[config.mk]
export PLATFORM = sky130hd
export DESIGN_NAME = sr_latch_write_driver
export DESIGN_NICKNAME = d
export VERILOG_FILES = /design/src/rtl/sr_latch_write_driver.sv
export SDC_FILE = /design/constraint.sdc
export NUM_CORES = 1
export LEC_CHECK = 0
export CORE_AREA = 2 2 72 74
export DETAILED_ROUTE_END_ITERATION = 16
export DIE_AREA = 0 0 74 76
export PLACE_DENSITY_LB_ADDON = 0.1
export SYNTH_ARGS = -nofsm -noshare
export SYNTH_HDL_FRONTEND = slang
export SYNTH_SLANG_ARGS = --single-unit
[constraint.sdc]
create_clock -name clk -period 1.67 [get_ports clk]
set_input_delay 0.167 -clock clk [delete_from_list [all_inputs] [get_ports clk]]
set_output_delay 0.167 -clock clk [all_outputs]
set_load 0.005 [all_outputs]
[src/rtl/sr_latch_write_driver.sv]
// Write driver for a bank of cross-coupled NAND SR latches: strobes a captured word,
// waits for the latches to settle, reads them back and retries on mismatch.
module sr_latch_write_driver #(
  parameter int WIDTH         = 8,
  parameter int PULSE_CYCLES  = 2,
  parameter int SETTLE_CYCLES = 1,
  parameter int MAX_RETRY     = 2
) (
  input  logic             clk,
  input  logic             rst_n,
  input  logic             wr_valid,
  output logic             wr_ready,
  input  logic [WIDTH-1:0] wr_data,
  output logic [WIDTH-1:0] s_n,
  output logic [WIDTH-1:0] r_n,
  input  logic [WIDTH-1:0] q_fb,
  output logic             done,
  output logic             err,
  output logic [WIDTH-1:0] rd_data
);

  typedef enum logic [2:0] {
    ST_IDLE   = 3'd0,
    ST_PULSE  = 3'd1,
    ST_SETTLE = 3'd2,
    ST_CHECK  = 3'd3,
    ST_DONE   = 3'd4
  } state_t;

  localparam logic [3:0]       PULSE_LAST  = 4'(PULSE_CYCLES - 1);
  localparam logic [3:0]       SETTLE_LAST = (SETTLE_CYCLES > 0) ? 4'(SETTLE_CYCLES - 1) : 4'd0;
  localparam logic [2:0]       RETRY_LIMIT = 3'(MAX_RETRY);
  localparam logic [WIDTH-1:0] ALL_ONES    = {WIDTH{1'b1}};

  state_t           r_state;
  logic [3:0]       r_cnt;
  logic [2:0]       r_retry;
  logic [WIDTH-1:0] r_data;
  logic [WIDTH-1:0] r_s_n;
  logic [WIDTH-1:0] r_r_n;
  logic             r_wr_ready;
  logic             r_done;
  logic             r_err;
  logic [WIDTH-1:0] r_rd_data;

  state_t           w_state;
  logic [3:0]       w_cnt;
  logic [2:0]       w_retry;
  logic [WIDTH-1:0] w_data;
  logic [WIDTH-1:0] w_s_n;
  logic [WIDTH-1:0] w_r_n;
  logic             w_wr_ready;
  logic             w_done;
  logic             w_err;
  logic [WIDTH-1:0] w_rd_data;
  logic             w_mismatch;

  assign w_mismatch = (q_fb != r_data);

  // Next-state and next-output logic; strobes default inactive so only PULSE drives them.
  // s_n and r_n are always complementary while active, so a latch never sees both low.
  always_comb begin
    w_state    = r_state;
    w_cnt      = r_cnt;
    w_retry    = r_retry;
    w_data     = r_data;
    w_s_n      = ALL_ONES;
    w_r_n      = ALL_ONES;
    w_wr_ready = 1'b0;
    w_done     = 1'b0;
    w_err      = r_err;
    w_rd_data  = r_rd_data;
    case (r_state)
      ST_IDLE: begin
        if (wr_valid && r_wr_ready) begin
          w_data  = wr_data;
          w_retry = 3'd0;
          w_cnt   = 4'd0;
          w_s_n   = ~wr_data;
          w_r_n   = wr_data;
          w_state = ST_PULSE;
        end else begin
          w_wr_ready = 1'b1;
        end
      end
      ST_PULSE: begin
        if (r_cnt == PULSE_LAST) begin
          w_cnt = 4'd0;
          if (SETTLE_CYCLES == 0) begin
            w_state = ST_CHECK;
          end else begin
            w_state = ST_SETTLE;
          end
        end else begin
          w_cnt = r_cnt + 4'd1;
          w_s_n = ~r_data;
          w_r_n = r_data;
        end
      end
      ST_SETTLE: begin
        if (r_cnt == SETTLE_LAST) begin
          w_cnt   = 4'd0;
          w_state = ST_CHECK;
        end else begin
          w_cnt = r_cnt + 4'd1;
        end
      end
      ST_CHECK: begin
        if (!w_mismatch || (r_retry == RETRY_LIMIT)) begin
          w_done    = 1'b1;
          w_err     = w_mismatch;
          w_rd_data = q_fb;
          w_state   = ST_DONE;
        end else begin
          w_retry = r_retry + 3'd1;
          w_s_n   = ~r_data;
          w_r_n   = r_data;
          w_state = ST_PULSE;
        end
      end
      ST_DONE: begin
        w_wr_ready = 1'b1;
        w_state    = ST_IDLE;
      end
      default: begin
        w_state = ST_IDLE;
      end
    endcase
  end

  // State and registered outputs; reset forces strobes inactive without waiting for a clock.
  always_ff @(posedge clk or negedge rst_n) begin
    if (!rst_n) begin
      r_state    <= ST_IDLE;
      r_cnt      <= 4'd0;
      r_retry    <= 3'd0;
      r_data     <= {WIDTH{1'b0}};
      r_s_n      <= ALL_ONES;
      r_r_n      <= ALL_ONES;
      r_wr_ready <= 1'b0;
      r_done     <= 1'b0;
      r_err      <= 1'b0;
      r_rd_data  <= {WIDTH{1'b0}};
    end else begin
      r_state    <= w_state;
      r_cnt      <= w_cnt;
      r_retry    <= w_retry;
      r_data     <= w_data;
      r_s_n      <= w_s_n;
      r_r_n      <= w_r_n;
      r_wr_ready <= w_wr_ready;
      r_done     <= w_done;
      r_err      <= w_err;
      r_rd_data  <= w_rd_data;
    end
  end

  assign wr_ready = r_wr_ready;
  assign s_n      = r_s_n;
  assign r_n      = r_r_n;
  assign done     = r_done;
  assign err      = r_err;
  assign rd_data  = r_rd_data;

endmodule

After elaboration in Yosys (flattened, before gate mapping) --
Cells that the tools add are included.
Word-level totals: register bits after elaboration 45, latch bits 0, bits in writable memories 0, memory bits (read-only) 0, input bits 19, output and inout bits 27, memories kept 0
Operators by class: add/sub/neg operators 2, $mul 0, div/mod/pow operators 0, magnitude comparators 0, equality and inequality tests 11, shift-type cells 0, multiplexer cells 24, bitwise operators 2, reductions and logical operators 12
Operators with widths (number):
- 8-bit 2-to-1 mux | 6
- 8-bit one-hot mux with 3 select lines | 2
- 3-bit 2-to-1 mux | 6
- 8-bit NOT | 2
- 4-bit 2-to-1 mux | 3
- 3-bit one-hot mux with 4 select lines | 1
- 4-bit one-hot mux with 3 select lines | 1
- 3-bit by 2-bit == test with 1-bit output (second input constant) | 3
- 2-bit != test (second input constant) | 4
- 8-bit != test | 1
- 3-bit one-hot mux with 2 select lines | 1
- 2-bit AND reduction | 3
- 3-bit AND reduction | 2
- 4-bit by 1-bit adder with 4-bit output (second input constant) | 1
- 4-bit by 1-bit == test with 1-bit output (second input constant) | 1
- 4-bit zero test | 1
- 3-bit by 1-bit adder with 3-bit output (second input constant) | 1
- 3-bit by 1-bit == test with 1-bit output (second input constant) | 1
- 3-bit == test (second input constant) | 1
- 3-bit zero test | 1
- 1-bit 2-to-1 mux | 3
- 3-bit nonzero test | 1
- 1-bit one-hot mux with 2 select lines | 1
- 2-bit nonzero test | 1
- 3 further kinds | 3

Logic depth before layout (Yosys ltp) --
word-level depth 5, gate-level depth with buffers 8

Worst setup path before layout --
No wires, ideal clock.
kind register to register, start reg r_cnt[1], end reg r_cnt[2], arrival 1.586 ns, path slack -0.042 ns, cell stages (with the launch flop) 8, clock period less this slack 1.712 ns, cells stage by stage dfrtp_1 inv_1 ha_1 or3b_1 nand2_1 a2bb2oi_2 nor2_1 a221o_1
Between the ends: word-level cells in the longest chain between the ends 3, elaborated cells on any way between the ends 6, those cells by class 1 x add/sub; 1 x eq/ne; 3 x mux; 1 x reduce/logical
Ends and longest elaborated chain:
- from (decl) | line 36 | logic [3:0] r_cnt;
- from (signal assigned) | line 146 | r_cnt <= w_cnt;
- 4-bit by 1-bit adder with 4-bit output, or another cell as far along | line 95, 105
- 4-bit 2-to-1 mux (on tied branches) | line 101, 87
- 4-bit one-hot mux with 3 select lines (*) | line 73 | case (r_state)
Mark *: on every way between the ends. The rest lies on a longest branch, timed or not. A chain may end at the register's enable or synchronous reset.

Worst setup path in the final report --
Ends and elaborated chain as after synthesis.

==> summary.txt <==
Run status
  – Outcome: finished, violations left
  – Failing checks: setup timing

GRT
  – Global-route wire length before repair: 7860 um
  – Vias in the first global route: 1679
  – Initial antenna violation count: 0
  – GRT Total Usage: 0.182
  – Pin count of the biggest net entering global routing: 26
  – Total congestion overflow: 0

STA
  – Tcrit/Tclk final: 1.03
  – Max transition margin: 0.648
  – Fin crit period: 1730 ps
  – RSZ-0062 raised after global routing: yes
  – Hold Violations, Final: 0
  – # setup viols final: 8
  – Slew Viols, Final: 0
  – Final WS setup: -55.0 ps
  – Setup Skew: between 5 and 6 ps
  – Worst Max-Slew Pin Slew: 527 ps
  – Max Clk Rate: 580 MHz

Clocking
  – Clk sink count: 45
  – Clock latency on the worst-skew pair: 300 ps
  – CTS tree: built
  – Maximum clock insertion buffer count: 2
  – CTS H-tree depth: 2
  – Clock Root Buffer: clkbuf_8
  – Number of buffers created by CTS: 5
  – Worst-path clk slew: 90 ps

Route
  – Detailed Route WL: about 4900 um
  – DR vias: ~1700
  – # DRC: 0
  – 1st-iter DRT viols: between 100 and 150
  – WL/cell: 13.7 um
  – Final antenna-violating net count: 0
  – First drt pass iteration count: 4
  – Vias per inst: 4.89

Yosys
  – Syn_area_per_cell: between 10 and 15 sq um
  – Post-synth EDFFs: 0
  – Top post-synthesis cells by area: dfrtp_1 35%, dfstp_2 20%, nand2_1 9.5%
  – Yosys warnings: 0
  – Syn_nets: 228
  – Area leader, netlist: dfrtp_1
  – Async SR Flop Fraction: 1.00
  – Post-synthesis cell count: between 200 and 250
  – Top-area cell type share of the netlist area: 0.348
  – Top_reg_cell synth: dfrtp_1
  – #FFs+latches synth: 45
  – Sequential-to-total area share from yosys stat: 0.549
  – Post-synth cell types: 36
  – Synth Cell Area: 0.00209 sq mm

Placed design
  – # placed instances: 336
  – Final HPWL DP: 3280 um
  – # port buffers: 45
  – RD Place Congestion: between 0.7 and 0.8

Finish
  – # diodes: 0
  – Share of cells above drive strength 1: 0.306
  – Final Net Count: a little over 300
  – Non-Filler Instances: 354
  – Syn-to-layout area delta: 48.2%
  – Fill count: 429
  – Post-layout util: 0.630

Flow run
  – Max Cap Viol: 0

Worst hold path
  – Hold Path Class: in -> async

Power and ir drop
  – Power density over cell area: 1820 mW/mm^2
  – Switch Pwr: about 1.8 mW
  – Maximum vdd drop: 0.000822 V
  – Leak: 1.41 nW
  – Comb pwr share: 0.491
  – Register share of total power: 0.337
  – Power Internal: 3.83 mW
  – Clock power frac: 0.172
  – Net Sw Frac: 0.320

Floorplanning
  – Core Region: between 0.004 and 0.005 sq mm
  – Die Area: 0.00562 sq mm
  – IO Pins: 46
  – Die X: 74 um
  – Starting density of the core: 0.425
  – Die height: 76 um
  – Site row count: 26

Worst setup path
  – CP endpoint kind: flop
  – Startpoint Class: flop
  – Crit Path Max Fanout: 3
  – Crit path kind: reg -> reg
  – Critical path arrival: 1910 ps
  – WP data required: 1860 ps
  – Worst R2R Setup Slack: -60 ps
-- flip-flops by register name, indices dropped and copies added, names as in the netlist --
| signal | flops |
|---|---|
| r_data | 8 |
| r_cnt | 4 |
| r_state | 3 |
| r_retry | 3 |
| rd_data | 8 |
| r_n | 8 |
| done | 1 |
| wr_ready | 1 |
| s_n | 8 |
| err | 1 |
-- final cells by class --
class,instances,area [sq um],area share
sequential,45,1150,0.370
multi-input combinational,145,966,0.312
timing repair buffer,79,731,0.236
tap,70,87.6,0.0283
clock buffer,5,68.8,0.0222
clock inverter,3,65.1,0.0210
inverter,6,25.0,0.00809
timing repair inverter,1,5.00,0.00162
-- final timing paths --
kind                                           start                      to  cells past startpoint
min in group clk                          wr_data[0]   r_data[0]$_DFFE_PN0P_                      3
worst max register to register  r_cnt[1]$_DFFE_PN0P_    r_cnt[2]$_DFFE_PN0P_                      7
max in group asynchronous                      rst_n        r_n[2]$_DFF_PN1_                      3
worst min-delay path                           rst_n  rd_data[2]$_DFFE_PN0P_                      2
worst max-delay path            r_cnt[1]$_DFFE_PN0P_    r_cnt[2]$_DFFE_PN0P_                      7
worst min register to register       err$_DFFE_PN0P_         err$_DFFE_PN0P_                      1
-- synthesized netlist by cell type (4+ instances only) --
cell type / instances
o22ai_1: 8
nand2b_1: 4
ha_1: 5
dfstp_2: 16
nand2_1: 53
dfrtp_1: 29
nand3_1: 19
inv_1: 6
mux2_2: 8
nor2_1: 7
xnor2_1: 8
-- cells by family after synthesis --
| logic type | count (synthesis) | share of synthesized area |
|---|---|---|
| XOR/XNOR | 8 | 0.0336 |
| adder cells (fa/ha/maj) | 5 | 0.0300 |
| flip-flops | 45 | 0.549 |
| multiplexers | 9 | 0.0479 |
| AO/OA/AOI/OAI | 26 | 0.0881 |
| AND/OR/NAND/NOR | 96 | 0.210 |
| buffers and inverters | 15 | 0.0413 |
-- layer usage --
layer	GRT usage	vias up	part of all wire
met2	0.304	42	0.51
met3	0.0357	8	0.035
met1	0.233	829	0.44
li1	-	851	-
met5	0	-	0
met4	0.0600	0	0.019
-- worst max-delay path, stage by stage (launching register included) --
cell	delay [ps]
dfrtp_1	400
inv_2	80
ha_4	110
or3b_4	390
nand2_4	90
a2bb2oi_4	170
nor2_2	50
a221o_1	310
-- timing repair --
item,in CTS,in global routing
setup buffers,3,5
gates resized for setup,6,21
setup endpoints to repair,27,30
pin swaps,4,6
hold buffers,1,0
hold endpoints to repair,19,0
gates cloned,0,2
-- stage by stage --
stage	TNS [ps]	total power, mW	hold WS, ps	worst slack [ps]	area, sq um
after detailed placement	-8370	4.33	175	-332	2770
after global routing	-1770	6.05	430	-167	3090
after CTS	-60.3	5.39	394	-60.3	2960
after floorplan	-8.02	3.10	-129	-8.02	2090
after global placement	-7150	4.30	175	-281	2770
final	-407	5.63	375	-55.0	3090
-- power groups by stage --
| stage | Sequential, mW | Clock (mW) | Combinational (mW) |
|---|---|---|---|
| 4_1_cts | 1.90 | 0.989 | 2.50 |
| 3_3_place_gp | 1.91 | 0 | 2.39 |
| 6_report | 1.90 | 0.970 | 2.76 |
| 2_1_floorplan | 1.96 | 0 | 1.14 |
| 3_5_place_dp | 1.91 | 0 | 2.42 |
| 5_1_grt | 1.96 | 1.03 | 3.07 |
-- placed cells by master, fill, tap and decap left out, types with 4 or more instances in the layout --
| cell type | n |
|---|---|
| xnor2_1 | 8 |
| nand2_1 | 52 |
| nand2b_1 | 4 |
| buf_4 | 28 |
| nand3_2 | 8 |
| ha_1 | 4 |
| dfstp_2 | 16 |
| inv_1 | 4 |
| buf_6 | 4 |
| mux2_2 | 8 |
| clkbuf_8 | 5 |
| nor2_1 | 6 |
| o22ai_1 | 8 |
| nand3_1 | 11 |
| clkdlybuf4s50_1 | 44 |
| dfrtp_1 | 29 |
Note: power is estimated with default switching activity, not from simulation.
